--- config.mk ---
export PLATFORM = sky130hd
export DESIGN_NAME = io_hex_display_flat
export DESIGN_NICKNAME = d
export VERILOG_FILES = /design/src/rtl/io_hex_display_if.sv /design/src/rtl/io_hex_display.sv /design/src/flat_wrapper.sv
export SDC_FILE = /design/constraint.sdc
export NUM_CORES = 1
export LEC_CHECK = 0
export BUFFER_PORTS_ARGS = -buffer_cell sky130_fd_sc_hd__buf_4
export CORE_MARGIN = 10
export CORE_UTILIZATION = 40
export CTS_CLUSTER_DIAMETER = 120
export CTS_CLUSTER_SIZE = 24
export DETAILED_ROUTE_END_ITERATION = 10
export SYNTH_ARGS = -nofsm -noshare
export SYNTH_HDL_FRONTEND = slang
export SYNTH_SLANG_ARGS = --single-unit
--- constraint.sdc ---
create_clock -name clock -period 2.4 [get_ports clock]
set_input_delay 0.12 -clock clock [delete_from_list [all_inputs] [get_ports clock]]
set_output_delay 0.12 -clock clock [all_outputs]
set_load 0.1 [all_outputs]
--- src/rtl/io_hex_display_if.sv ---
// ---------------------------------------------------------------------------
// io_hex_display_if
// Write-side bus of the hex display driver.
//   wr_en   : one-cycle write strobe
//   wr_data : value to display (only the low bits are converted)
//   busy    : conversion in progress
//   done    : one-cycle pulse when the display register updates
// master = the memory-mapped port driving values in, slave = the display.
// ---------------------------------------------------------------------------
interface io_hex_display_if;
    logic        wr_en;
    logic [31:0] wr_data;
    logic        busy;
    logic        done;

    modport master (output wr_en, output wr_data, input busy, input done);
    modport slave  (input wr_en, input wr_data, output busy, output done);
endinterface

--- src/rtl/io_hex_display.sv ---
// ---------------------------------------------------------------------------
// io_hex_display
// Binary-to-decimal driver for six active-low seven-segment digits.
// A written value is converted by a double-dabble engine (one bit per
// cycle, always WIDTH cycles), latched into a display register and then
// encoded with leading-zero blanking and an overflow "dash" pattern.
// Ports:
//   clock       : single rising-edge clock
//   resetn      : asynchronous active-low reset
//   bus         : io_hex_display_if.slave (wr_en, wr_data, busy, done)
//   hex0..hex5  : segment codes, bit order gfedcba, hex0 = least significant
// ---------------------------------------------------------------------------
module io_hex_display #(
    parameter int WIDTH         = 20,
    parameter int DIGITS        = 6,
    parameter bit BLANK_LEADING = 1'b1
) (
    input  logic               clock,
    input  logic               resetn,
    io_hex_display_if.slave    bus,
    output logic [6:0]         hex0,
    output logic [6:0]         hex1,
    output logic [6:0]         hex2,
    output logic [6:0]         hex3,
    output logic [6:0]         hex4,
    output logic [6:0]         hex5
);
    localparam int CW  = $clog2(WIDTH + 1);
    localparam int BW  = 4 * DIGITS;
    localparam logic [6:0] SEG_BLANK = 7'b1111111;
    localparam logic [6:0] SEG_DASH  = 7'b0111111;

    typedef enum logic [1:0] {IDLE, SHIFT, LATCH} state_t;

    state_t           state_q, state_d;
    logic [WIDTH-1:0] bin_q, bin_d;
    logic [BW-1:0]    bcd_q, bcd_d;
    logic [CW-1:0]    cnt_q, cnt_d;
    logic             ovf_q, ovf_d;
    logic [WIDTH-1:0] pend_q, pend_d;
    logic             pend_valid_q, pend_valid_d;
    logic [BW-1:0]    disp_q, disp_d;
    logic             disp_ovf_q, disp_ovf_d;
    logic             done_q, done_d;

    logic [BW-1:0]    bcd_adj;
    logic             start_new;
    logic [WIDTH-1:0] start_val;
    logic [WIDTH-1:0] wr_val;

    assign wr_val = bus.wr_data[WIDTH-1:0];

    generate
        if (WIDTH < 32) begin : g_unused_hi
            logic unused_hi;
            assign unused_hi = ^bus.wr_data[31:WIDTH];
        end
    endgenerate

    // ---------------- state register (plus datapath flops) ----------------
    always_ff @(posedge clock or negedge resetn) begin
        if (!resetn) begin
            state_q      <= IDLE;
            bin_q        <= '0;
            bcd_q        <= '0;
            cnt_q        <= '0;
            ovf_q        <= 1'b0;
            pend_q       <= '0;
            pend_valid_q <= 1'b0;
            disp_q       <= '0;
            disp_ovf_q   <= 1'b0;
            done_q       <= 1'b0;
        end else begin
            state_q      <= state_d;
            bin_q        <= bin_d;
            bcd_q        <= bcd_d;
            cnt_q        <= cnt_d;
            ovf_q        <= ovf_d;
            pend_q       <= pend_d;
            pend_valid_q <= pend_valid_d;
            disp_q       <= disp_d;
            disp_ovf_q   <= disp_ovf_d;
            done_q       <= done_d;
        end
    end

    // ---------------- next-state logic ----------------
    always_comb begin
        state_d = state_q;
        unique case (state_q)
            IDLE:    if (bus.wr_en) state_d = SHIFT;
            // counter still holds 1 on the last shift; it reaches 0 with it
            SHIFT:   if (cnt_q == CW'(1)) state_d = LATCH;
            LATCH:   state_d = (bus.wr_en || pend_valid_q) ? SHIFT : IDLE;
            default: state_d = IDLE;
        endcase
    end

    // ---------------- outputs ----------------
    always_comb begin
        bus.busy = (state_q != IDLE);
        bus.done = done_q;
    end

    // Double-dabble correction: every nibble >= 5 gets +3 before the shift.
    genvar gi;
    generate
        for (gi = 0; gi < DIGITS; gi++) begin : g_adj
            assign bcd_adj[4*gi +: 4] = (bcd_q[4*gi +: 4] >= 4'd5)
                                      ? bcd_q[4*gi +: 4] + 4'd3
                                      : bcd_q[4*gi +: 4];
        end
    endgenerate

    // A fresh write in LATCH beats any older pending value.
    assign start_new = ((state_q == IDLE) && bus.wr_en) ||
                       ((state_q == LATCH) && (bus.wr_en || pend_valid_q));
    assign start_val = ((state_q == LATCH) && !bus.wr_en) ? pend_q : wr_val;

    // ---------------- datapath ----------------
    always_comb begin
        bin_d        = bin_q;
        bcd_d        = bcd_q;
        cnt_d        = cnt_q;
        ovf_d        = ovf_q;
        pend_d       = pend_q;
        pend_valid_d = pend_valid_q;
        disp_d       = disp_q;
        disp_ovf_d   = disp_ovf_q;
        done_d       = 1'b0;

        if (state_q == SHIFT) begin
            {bcd_d, bin_d} = {bcd_adj, bin_q} << 1;
            cnt_d          = cnt_q - CW'(1);
            if (bus.wr_en) begin
                pend_d       = wr_val;
                pend_valid_d = 1'b1;
            end
        end

        if (state_q == LATCH) begin
            disp_d       = bcd_q;
            disp_ovf_d   = ovf_q;
            done_d       = 1'b1;
            pend_valid_d = 1'b0;
        end

        if (start_new) begin
            bin_d = start_val;
            bcd_d = '0;
            cnt_d = CW'(WIDTH);
            ovf_d = (32'(start_val) > 32'd999999);
        end
    end

    // ---------------- segment encode ----------------
    function automatic logic [6:0] seg7(input logic [3:0] d);
        unique case (d)
            4'd0:    seg7 = 7'b1000000;
            4'd1:    seg7 = 7'b1111001;
            4'd2:    seg7 = 7'b0100100;
            4'd3:    seg7 = 7'b0110000;
            4'd4:    seg7 = 7'b0011001;
            4'd5:    seg7 = 7'b0010010;
            4'd6:    seg7 = 7'b0000010;
            4'd7:    seg7 = 7'b1111000;
            4'd8:    seg7 = 7'b0000000;
            4'd9:    seg7 = 7'b0010000;
            default: seg7 = SEG_BLANK;
        endcase
    endfunction

    logic [6:0]        seg [DIGITS];
    logic [DIGITS-1:0] lit;

    generate
        for (gi = 0; gi < DIGITS; gi++) begin : g_seg
            // digit is lit if it or any digit above it is non-zero
            assign lit[gi] = |disp_q[BW-1:4*gi];
            assign seg[gi] = disp_ovf_q ? SEG_DASH :
                             (!BLANK_LEADING || gi == 0 || lit[gi])
                                 ? seg7(disp_q[4*gi +: 4]) : SEG_BLANK;
        end
    endgenerate

    assign hex0 = seg[0];
    assign hex1 = seg[1];
    assign hex2 = seg[2];
    assign hex3 = seg[3];
    assign hex4 = seg[4];
    assign hex5 = seg[5];
endmodule
--- src/flat_wrapper.sv ---
// flat-port wrapper written by rule: the top's interface ports become plain ports
module io_hex_display_flat 
#(
    parameter int WIDTH         = 20,
    parameter int DIGITS        = 6,
    parameter bit BLANK_LEADING = 1'b1
)
  (clock, resetn, hex0, hex1, hex2, hex3, hex4, hex5, bus_wr_en, bus_wr_data, bus_busy, bus_done);
  io_hex_display_if bus_i ();
  input  logic clock;
  input  logic resetn;
  output logic [6:0] hex0;
  output logic [6:0] hex1;
  output logic [6:0] hex2;
  output logic [6:0] hex3;
  output logic [6:0] hex4;
  output logic [6:0] hex5;
  input wire logic [$bits(bus_i.wr_en)-1:0] bus_wr_en;
  input wire logic [$bits(bus_i.wr_data)-1:0] bus_wr_data;
  output wire logic [$bits(bus_i.busy)-1:0] bus_busy;
  output wire logic [$bits(bus_i.done)-1:0] bus_done;
  assign bus_i.wr_en = bus_wr_en;
  assign bus_i.wr_data = bus_wr_data;
  assign bus_busy = bus_i.busy;
  assign bus_done = bus_i.done;
  io_hex_display #(.WIDTH(WIDTH), .DIGITS(DIGITS), .BLANK_LEADING(BLANK_LEADING)) u_core (.clock(clock), .resetn(resetn), .bus(bus_i), .hex0(hex0), .hex1(hex1), .hex2(hex2), .hex3(hex3), .hex4(hex4), .hex5(hex5));
endmodule
==> flow_summary.json, run 1 <==
{
  "yosysUniqueCellTypes": 50,
  "start_kind": "register",
  "yosysSeqAreaShare_pct": 39.9,
  "gp_congestion": 0.838,
  "synth_cells": 699,
  "switching_power_uw": 1260,
  "max-vdd-ir-drop_mv": 0.386,
  "fp.dieArea_sq_mm": 0.0209,
  "yosysTopAreaCell": "dfrtp_1",
  "p_leak_uw": 0.00341,
  "power.share.sequential_pct": 46.8,
  "gr-total-overflow": 0,
  "area_growth_pct": 19.8,
  "ys_ff_latch": 99,
  "ff2ff_setup_slack_ns": 0.50,
  "async_reset_ff_share_pct": 100,
  "required_ns": 2.28,
  "synthFlopType": "dfrtp_1",
  "core_sq_mm": 0.0152,
  "die_h_um": 145,
  "worstSetupPathType": "register to primary output",
  "hold_path_end": "u_core.pend_q[4]",
  "clkPwrFrac_pct": 34.5,
  "ios": 79,
  "synth_edf_count": 0,
  "hold_path_startpoint": "bus_wr_data[4]",
  "via_per_inst": 5.35,
  "switching_share_pct": 28.2,
  "clk_pin_slew_ns": 0.07,
  "syn_area_per_cell_sq_um": 8.89,
  "grt_first_pass_wirelength_um": 24300,
  "dp_hpwl_um": 10100,
  "p_comb_share_pct": 18.7,
  "io_buffers": 66,
  "maxCapViolations": 0,
  "ys_warn_count": 0,
  "wl_per_cell_um": 14.8,
  "period_share_pct": 95.4,
  "grt_setup_unrepaired": "no",
  "min_path_cells": 2,
  "diodes": 0,
  "cts-root-buf": "clkbuf_16",
  "nets": 837,
  "row_count": 45,
  "r2r-end": "u_core.ovf_q",
  "start_util_pct": 40.9,
  "fp.dieW_um": 145,
  "finalSetupViolations": 0,
  "drc_errors": 0,
  "timing.final.crit_period_ns": 2.29,
  "crit_fanout": 6,
  "antenna_found_initial": 0,
  "place_ws_ns": 0.340,
  "drive_gt1_share_pct": 22.3,
  "slowest_stage": "nor3b_1",
  "cts_tree": "built",
  "first_pass_iters": 5,
  "max_freq_mhz": 437,
  "hold_viol_final": 0,
  "clk_path_buf_depth": 2,
  "critPathBufInv": 2,
  "intPower_uw": 3190,
  "grt_use_total_pct": 14.1,
  "synth_top_area_share_pct": 39.9,
  "route.vias.total": 5065,
  "power_density_mw_per_mm2": 597,
  "synthTopCellsByArea": "dfrtp_1, ha_1, nand2_1",
  "fin_tns_setup_ns": 0,
  "cts_buffers": 9,
  "slew_headroom_pct": 44.8,
  "syn-cell-area_sq_mm": 0.00622,
  "critPathMaxStageDelay_ns": 0.45,
  "cp-end-kind": "primary output",
  "initialDrtViolationCount": 283,
  "path_cells": "inv_1, ha_1, nor3b_1, a31oi_4, nand2_1, buf_6",
  "reg2reg_from": "u_core.state_q[0]",
  "worstSkewPairLatency_ns": 0.35,
  "tightestPinTransition_ns": 0.820,
  "routed_wl_um": 14000,
  "finClkSkew_ns": 0.00384,
  "postRouteAntennaNets": 0,
  "arrival_ns": 2.17,
  "htree_num_levels": 3,
  "setup_slack_ns": 0.110,
  "r2r_cells": 6,
  "syn-num-nets": 782,
  "grt_max_degree": 65,
  "min_path_type": "primary input to register",
  "cp_top_family": "simple AND/OR/NAND/NOR gates",
  "synth_common_cells": "nand2_1, dfrtp_1, ha_1",
  "grt_pass1_vias": 5180,
  "status": "finished clean",
  "slew_violations": 0,
  "synth.most_common_cell": "nand2_1",
  "cts.sinks": 99
}
[stage by stage]
step	total power, uW	hold WS, ns	util [%]	instance area [sq um]	std cells
6_report	4440	0.0139	49.0	7450	947
2_1_floorplan	2690	-0.176	-	6330	699
3_3_place_gp	2890	0.115	46.2	7020	926
3_5_place_dp	2940	0.120	46.2	7020	926
4_1_cts	4480	0.00329	48.6	7390	943
5_1_grt	4730	0.0112	49.0	7450	947
[worst max path at each step]
stage                      start  endpoint  slack, ns  cells past startpoint
2_1_floorplan  u_core.disp_q[20]   hex3[6]      -0.29                      6
3_3_place_gp   u_core.disp_q[21]   hex1[6]       0.36                      8
3_5_place_dp   u_core.disp_q[21]   hex1[6]       0.34                      8
4_1_cts        u_core.disp_q[21]   hex1[6]      0.002                      8
5_1_grt         u_core.disp_q[5]   hex1[3]       0.03                      6
6_report        u_core.disp_q[5]   hex1[4]       0.11                      6
[layout make-up]
class | count | area, sq um
Clock buffer | 14 | 244
Clock inverter | 2 | 60.1
Fill cell | 1420 | 7750
Inverter | 35 | 131
Multi-Input combinational cell | 521 | 3550
Sequential cell | 99 | 2480
Tap cell | 188 | 235
Timing Repair Buffer | 88 | 749
[flip-flops by register name (all words and copies together), names as in the netlist]
signal               flops
u_core.pend_q           20
u_core.bus.done          1
u_core.state_q           2
u_core.bcd_q            24
u_core.pend_valid_q      1
u_core.disp_q           24
u_core.bin_q            20
u_core.disp_ovf_q        1
u_core.ovf_q             1
u_core.cnt_q             5
[cells in the final DEF (no fill, tap or decap), types with 4 or more instances in the layout]
master / n
nor4_1: 5
clkbuf_1: 5
a211oi_1: 28
xnor2_1: 4
nor3b_1: 5
a211o_1: 4
clkbuf_16: 9
buf_6: 13
o21ai_1: 6
ha_1: 45
nand2_1: 101
nor3_1: 4
nor2_1: 29
dfrtp_1: 99
nand3_1: 21
inv_2: 6
nor3_2: 4
a31oi_1: 29
a21oi_1: 44
buf_4: 71
or3_1: 12
nor2b_1: 31
o21ai_0: 39
mux2_2: 33
inv_1: 29
a21o_1: 4
nand2b_1: 19
o21ai_2: 8
[routing by layer]
layer	track usage, %	routed length, um	vias to the layer above
met5	0	0	-
met1	17.5	6410	2407
li1	-	-	2553
met2	23.6	6750	86
met3	2.74	595	19
met4	5.53	233	0
[logic make-up after synthesis]
logic type / synth area share (%)
simple gates: 19.8
compound gates: 18.3
flops: 39.9
buf+inv: 5.25
fa+ha+maj: 9.66
mux: 6.46
xor+xnor: 0.704
[power groups by stage]
| stage | sequential, uW | clock, uW | combinational (uW) |
|---|---|---|---|
| 2_1_floorplan | 2040 | 0 | 648 |
| 4_1_cts | 2070 | 1560 | 845 |
| 3_3_place_gp | 2100 | 0 | 791 |
| 5_1_grt | 2110 | 1640 | 980 |
| 6_report | 2080 | 1530 | 830 |
| 3_5_place_dp | 2110 | 0 | 837 |
[worst reg2reg max path, delay by kind of cell, from the launching register on]
kind	cells	cell delay, ns
simple gates	2	0.54
flops	1	0.40
buf+inv	1	0.10
fa+ha+maj	1	0.24
compound gates	2	0.53
[what timing repair did]
item,CTS,global route
resized for setup,13,7
buffers inserted,0,4
endpoints found under the hold margin,35,0
hold buffers,1,0
pin swaps,0,2
setup endpoints to repair,13,24
No activity file was read; power rests on OpenSTA's default activity.
==> run 2: changes to the inputs <==
--- a/config.mk
+++ b/config.mk
@@ -6,11 +6,14 @@
 export NUM_CORES = 1
 export LEC_CHECK = 0
 export BUFFER_PORTS_ARGS = -buffer_cell sky130_fd_sc_hd__buf_4
+export CELL_PAD_IN_SITES_DETAIL_PLACEMENT = 1
+export CELL_PAD_IN_SITES_GLOBAL_PLACEMENT = 1
 export CORE_MARGIN = 10
 export CORE_UTILIZATION = 40
 export CTS_CLUSTER_DIAMETER = 120
 export CTS_CLUSTER_SIZE = 24
 export DETAILED_ROUTE_END_ITERATION = 10
+export PLACE_DENSITY_LB_ADDON = 0.1
 export SYNTH_ARGS = -nofsm -noshare
 export SYNTH_HDL_FRONTEND = slang
 export SYNTH_SLANG_ARGS = --single-unit
==> flow_summary.json, run 2 (synthesis results as in run 1) <==
{
  "status": "finished clean",
  "top_regs": "u_core.bcd_q x24, u_core.disp_q x24",
  "start_kind": "register",
  "first_pass_iters": 4,
  "finClkSkew_ns": 0.00601,
  "drc_errors": 0,
  "routed_wl_um": 15500,
  "dp_hpwl_um": 11000,
  "cts_tree": "built",
  "period_share_pct": 94.8,
  "area_growth_pct": 20.6,
  "cp-end-kind": "primary output",
  "critPathBufInv": 3,
  "worstSkewPairLatency_ns": 0.35,
  "finalNonFillerCells": 956,
  "path_cells": "inv_2, ha_4, nand4bb_4, nor4b_4, buf_6, a21oi_2, o211ai_1, buf_6",
  "switching_share_pct": 30.0,
  "io_buffers": 66,
  "p_comb_share_pct": 19.8,
  "maxCapViolations": 0,
  "gr-total-overflow": 0,
  "grt_setup_unrepaired": "no",
  "cpMostUsedCell": "buf_6",
  "hold_path_end": "u_core.pend_q[8]",
  "intPower_uw": 3000,
  "r2r_cells": 7,
  "finalSetupViolations": 0,
  "tightestPinTransition_ns": 0.893,
  "cts-root-buf": "clkbuf_16",
  "antenna_found_initial": 0,
  "fp.dieArea_sq_mm": 0.0209,
  "grt_use_total_pct": 15.5,
  "final_core_util_pct": 49.3,
  "slew_violations": 0,
  "dr_wl_met3_um": 586,
  "row_count": 45,
  "initialDrtViolationCount": 211,
  "nets": 847,
  "min_path_type": "primary input to register",
  "clk_path_buf_depth": 2,
  "wl_per_cell_um": 16.2,
  "r2r-end": "u_core.bin_q[5]",
  "min_path_cells": 2,
  "critPathMaxStageDelay_ns": 0.42,
  "power.share.sequential_pct": 48.8,
  "final_common_cell": "nand2_1",
  "clk_pin_slew_ns": 0.06,
  "top_layer": "met4",
  "required_ns": 2.28,
  "start_util_pct": 40.9,
  "drive_gt1_share_pct": 22.9,
  "drt-met1-wl_um": 7060,
  "final_cell_mix": "nand2_1, dfrtp_1, buf_4, ha_1, a21oi_1",
  "diodes": 0,
  "grt_first_pass_wirelength_um": 26800,
  "reg2reg_from": "u_core.state_q[0]",
  "timing.final.crit_period_ns": 2.27,
  "p_leak_uw": 0.00342,
  "switching_power_uw": 1290,
  "route.vias.total": 5166,
  "die_h_um": 145,
  "grt_pass1_vias": 5489,
  "slew_headroom_pct": 39.8,
  "wl_met2_um": 7580,
  "hold_viol_final": 0,
  "cp_top_family": "buffers and inverters",
  "crit_fanout": 6,
  "ff2ff_setup_slack_ns": 0.51,
  "grt_max_degree": 100,
  "power_density_mw_per_mm2": 573,
  "cts.sinks": 99,
  "postRouteAntennaNets": 0,
  "dp_cells": 926,
  "clkPwrFrac_pct": 31.4,
  "slowest_stage": "dfrtp_1",
  "cts_buffers": 9,
  "gp_congestion": 0.796,
  "ios": 79,
  "max-vdd-ir-drop_mv": 0.446,
  "worst-path-stages": 8,
  "htree_num_levels": 3,
  "fp.dieW_um": 145,
  "hold_path_startpoint": "bus_wr_data[8]",
  "arrival_ns": 2.15,
  "core_sq_mm": 0.0152,
  "max_freq_mhz": 440,
  "via_per_inst": 5.40,
  "worstSetupPathType": "register to primary output"
}
==> run 2: worst register-to-register path, stage by stage, from the launching register on <==
cell and delay, ns:
dfrtp_1 0.38, inv_1 0.09, ha_1 0.25, o21ai_1 0.18, nand2_2 0.26, buf_12 0.27, a211oi_1 0.25, a31oi_1 0.09
==> run 2: worst max-delay path by stage <==
stage / start / to / slack [ns]
after detailed placement: u_core.disp_q[20] / hex1[6] / 0.32
after floorplan: u_core.disp_q[20] / hex3[6] / -0.29
after global routing: u_core.disp_q[13] / hex2[0] / 0.006
after CTS: u_core.disp_q[21] / hex2[0] / 0.005
after global placement: u_core.disp_q[21] / hex1[6] / 0.35
final: u_core.disp_q[16] / hex2[0] / 0.13
==> run 2: routing by layer <==
metal / vias up / global-route usage [%]
met1: 2542 / 18.6
met5: - / 0
met3: 13 / 3.19
met2: 55 / 26.9
li1: 2556 / -
met4: 0 / 5.37
==> run 2: power by group through the flow <==
stage | clock [uW] | combinational, uW | sequential (uW)
2_1_floorplan | 0 | 648 | 2040
3_3_place_gp | 0 | 795 | 2110
3_5_place_dp | 0 | 852 | 2120
4_1_cts | 1400 | 868 | 2090
5_1_grt | 1460 | 987 | 2130
6_report | 1350 | 850 | 2100
==> run 2: final cells by class <==
type / instances / area, sq um
clock buffers: 11 / 243
fillers: 1754 / 7710
inverters: 35 / 131
multi-input cells: 521 / 3540
flip-flops and latches: 99 / 2480
repair buffers: 98 / 835
clock inverters: 4 / 27.5
well taps: 188 / 235
==> run 2: per-stage QoR <==
| stage | TNS (ns) | instance area (sq um) | total power (uW) | hold WS, ns | worst slack, ns |
|---|---|---|---|---|---|
| after floorplan | -0.361 | 6330 | 2690 | -0.176 | -0.291 |
| after global placement | 0 | 7020 | 2900 | 0.234 | 0.349 |
| after detailed placement | 0 | 7020 | 2970 | 0.235 | 0.319 |
| after CTS | 0 | 7420 | 4350 | 0.0104 | 0.00485 |
| after global routing | 0 | 7490 | 4580 | 0.0228 | 0.00618 |
| final | 0 | 7490 | 4290 | 0.0183 | 0.126 |
==> run 2: timing repair <==
item | CTS | global route
pin swaps | 0 | 1
hold buffers | 7 | 0
buffers inserted | 0 | 8
endpoints found under the hold margin | 105 | 0
gates resized for setup | 16 | 3
endpoints found under the setup margin | 19 | 21
==> run 3: changes to the inputs <==
--- a/config.mk
+++ b/config.mk
@@ -8,8 +8,8 @@
 export BUFFER_PORTS_ARGS = -buffer_cell sky130_fd_sc_hd__buf_4
 export CELL_PAD_IN_SITES_DETAIL_PLACEMENT = 1
 export CELL_PAD_IN_SITES_GLOBAL_PLACEMENT = 1
-export CORE_MARGIN = 10
-export CORE_UTILIZATION = 40
+export CORE_MARGIN = 5
+export CORE_UTILIZATION = 48
 export CTS_CLUSTER_DIAMETER = 120
 export CTS_CLUSTER_SIZE = 24
 export DETAILED_ROUTE_END_ITERATION = 10
==> flow_summary.json, run 3 (synthesis results as in run 1) <==
{
  "status": "finished clean",
  "area_growth_pct": 20.5,
  "p_total_uw": 4300,
  "power_density_mw_per_mm2": 575,
  "htree_num_levels": 3,
  "grt_max_degree": 69,
  "wl_per_cell_um": 17.0,
  "finClkSkew_ns": 0.00390,
  "worstSkewPairLatency_ns": 0.34,
  "switching_power_uw": 1330,
  "grt_pass1_vias": 5578,
  "cp-end-kind": "primary output",
  "finalNonFillerCells": 935,
  "p_leak_uw": 0.00343,
  "postRouteAntennaNets": 0,
  "hold_viol_final": 0,
  "core_sq_mm": 0.0127,
  "p_comb_share_pct": 20.5,
  "crit_fanout": 5,
  "row_count": 41,
  "final_common_cell": "nand2_1",
  "via_per_inst": 5.58,
  "timing.final.crit_period_ns": 2.34,
  "finalSetupViolations": 0,
  "min_path_type": "primary input to register",
  "cts_tree": "built",
  "gp_congestion": 0.809,
  "required_ns": 2.28,
  "clk_pin_slew_ns": 0.07,
  "die_h_um": 124,
  "grt_use_total_pct": 21.1,
  "r2r_cells": 5,
  "start_util_pct": 49.1,
  "gr-total-overflow": 0,
  "final_cell_mix": "nand2_1, dfrtp_1, buf_4, ha_1, a21oi_1",
  "drive_gt1_share_pct": 23.3,
  "diodes": 0,
  "route.vias.total": 5213,
  "intPower_uw": 2970,
  "cts-root-buf": "clkbuf_16",
  "dp_hpwl_um": 11100,
  "clkPwrFrac_pct": 30.9,
  "top_regs": "u_core.bcd_q x24, u_core.disp_q x24",
  "grt_first_pass_wirelength_um": 26400,
  "clk_path_buf_depth": 2,
  "tightestPinTransition_ns": 0.888,
  "antenna_found_initial": 0,
  "nets": 841,
  "slew_violations": 0,
  "first_pass_iters": 4,
  "drc_errors": 0,
  "arrival_ns": 2.22,
  "slew_headroom_pct": 40.2,
  "switching_share_pct": 30.9,
  "power.share.sequential_pct": 48.7,
  "max_freq_mhz": 428,
  "cts_buffers": 9,
  "worstSetupPathType": "register to primary output",
  "maxCapViolations": 0,
  "max-vdd-ir-drop_mv": 0.373,
  "fp.dieArea_sq_mm": 0.0153,
  "grt_setup_unrepaired": "yes",
  "cts.sinks": 99,
  "ios": 79,
  "io_buffers": 66,
  "routed_wl_um": 15900,
  "min_path_cells": 2,
  "dp_cells": 909,
  "final_core_util_pct": 59.1,
  "fp.dieW_um": 124,
  "initialDrtViolationCount": 213,
  "fillers": 1465,
  "start_kind": "register",
  "period_share_pct": 97.4
}
[run 3: final cells by class]
type | instances | area (sq um) | area share (%)
Clock buffer | 9 | 225 | 3.01
Clock inverter | 7 | 43.8 | 0.585
Inverter | 35 | 131 | 1.75
Multi-Input combinational cell | 521 | 3550 | 47.4
Sequential cell | 99 | 2480 | 33.1
Tap cell | 172 | 215 | 2.87
Timing Repair Buffer | 92 | 841 | 11.2
[run 3: worst max-delay path, stage by stage, from the launching register on]
cell and delay, ns:
dfrtp_1 0.41, inv_2 0.11, ha_4 0.18, nand4bb_4 0.15, nor4b_4 0.32, buf_4 0.21, nor4_1 0.06, nor3_2 0.17
buf_6 0.26
[run 3: worst paths after layout]
path | from | endpoint | slack [ns]
worst max-delay path | u_core.disp_q[20] | hex3[6] | 0.06
worst min-delay path | bus_wr_data[3] | u_core.pend_q[3] | 0.02
worst max register to register | u_core.state_q[1] | u_core.bcd_q[2] | 0.31
worst min register to register | u_core.ovf_q | u_core.ovf_q | 0.50
max in group asynchronous | resetn | u_core.disp_q[15] | 1.34
min in group asynchronous | resetn | u_core.pend_q[13] | 0.32
[run 3: routing by layer]
metal  track usage, %  vias up  wire [um]
met2             38.8       69       8380
met1             26.2     2570       6870
met3             2.86       17        399
li1                 -     2557          -
met5                0        -          0
met4             4.84        0        267
[run 3: repair_timing]
| item | CTS | global route |
|---|---|---|
| setup endpoints to repair | 22 | 16 |
| setup buffers | 1 | 8 |
| endpoints found under the hold margin | 40 | 0 |
| gates resized for setup | 6 | 26 |
| pin swaps | 2 | 3 |
| hold buffers | 1 | 0 |
[run 3: per-stage QoR]
| stage | cell area, sq um | TNS (ns) | worst slack, ns | hold WS [ns] |
|---|---|---|---|---|
| floorplan | 6330 | -0.361 | -0.291 | -0.176 |
| global placement | 7010 | 0 | 0.354 | 0.143 |
| detailed placement | 7010 | 0 | 0.239 | 0.150 |
| CTS | 7320 | 0 | 0.00118 | 0.0125 |
| global route | 7490 | -0.163 | -0.0379 | 0.00851 |
| finish | 7490 | 0 | 0.0628 | 0.0195 |
[run 3: power by group through the flow]
stage          sequential, uW  clock, uW  combinational [uW]
3_3_place_gp             2100          0                 793
5_1_grt                  2120       1450                1000
2_1_floorplan            2040          0                 648
6_report                 2100       1330                 880
4_1_cts                  2090       1360                 894
3_5_place_dp             2130          0                 882
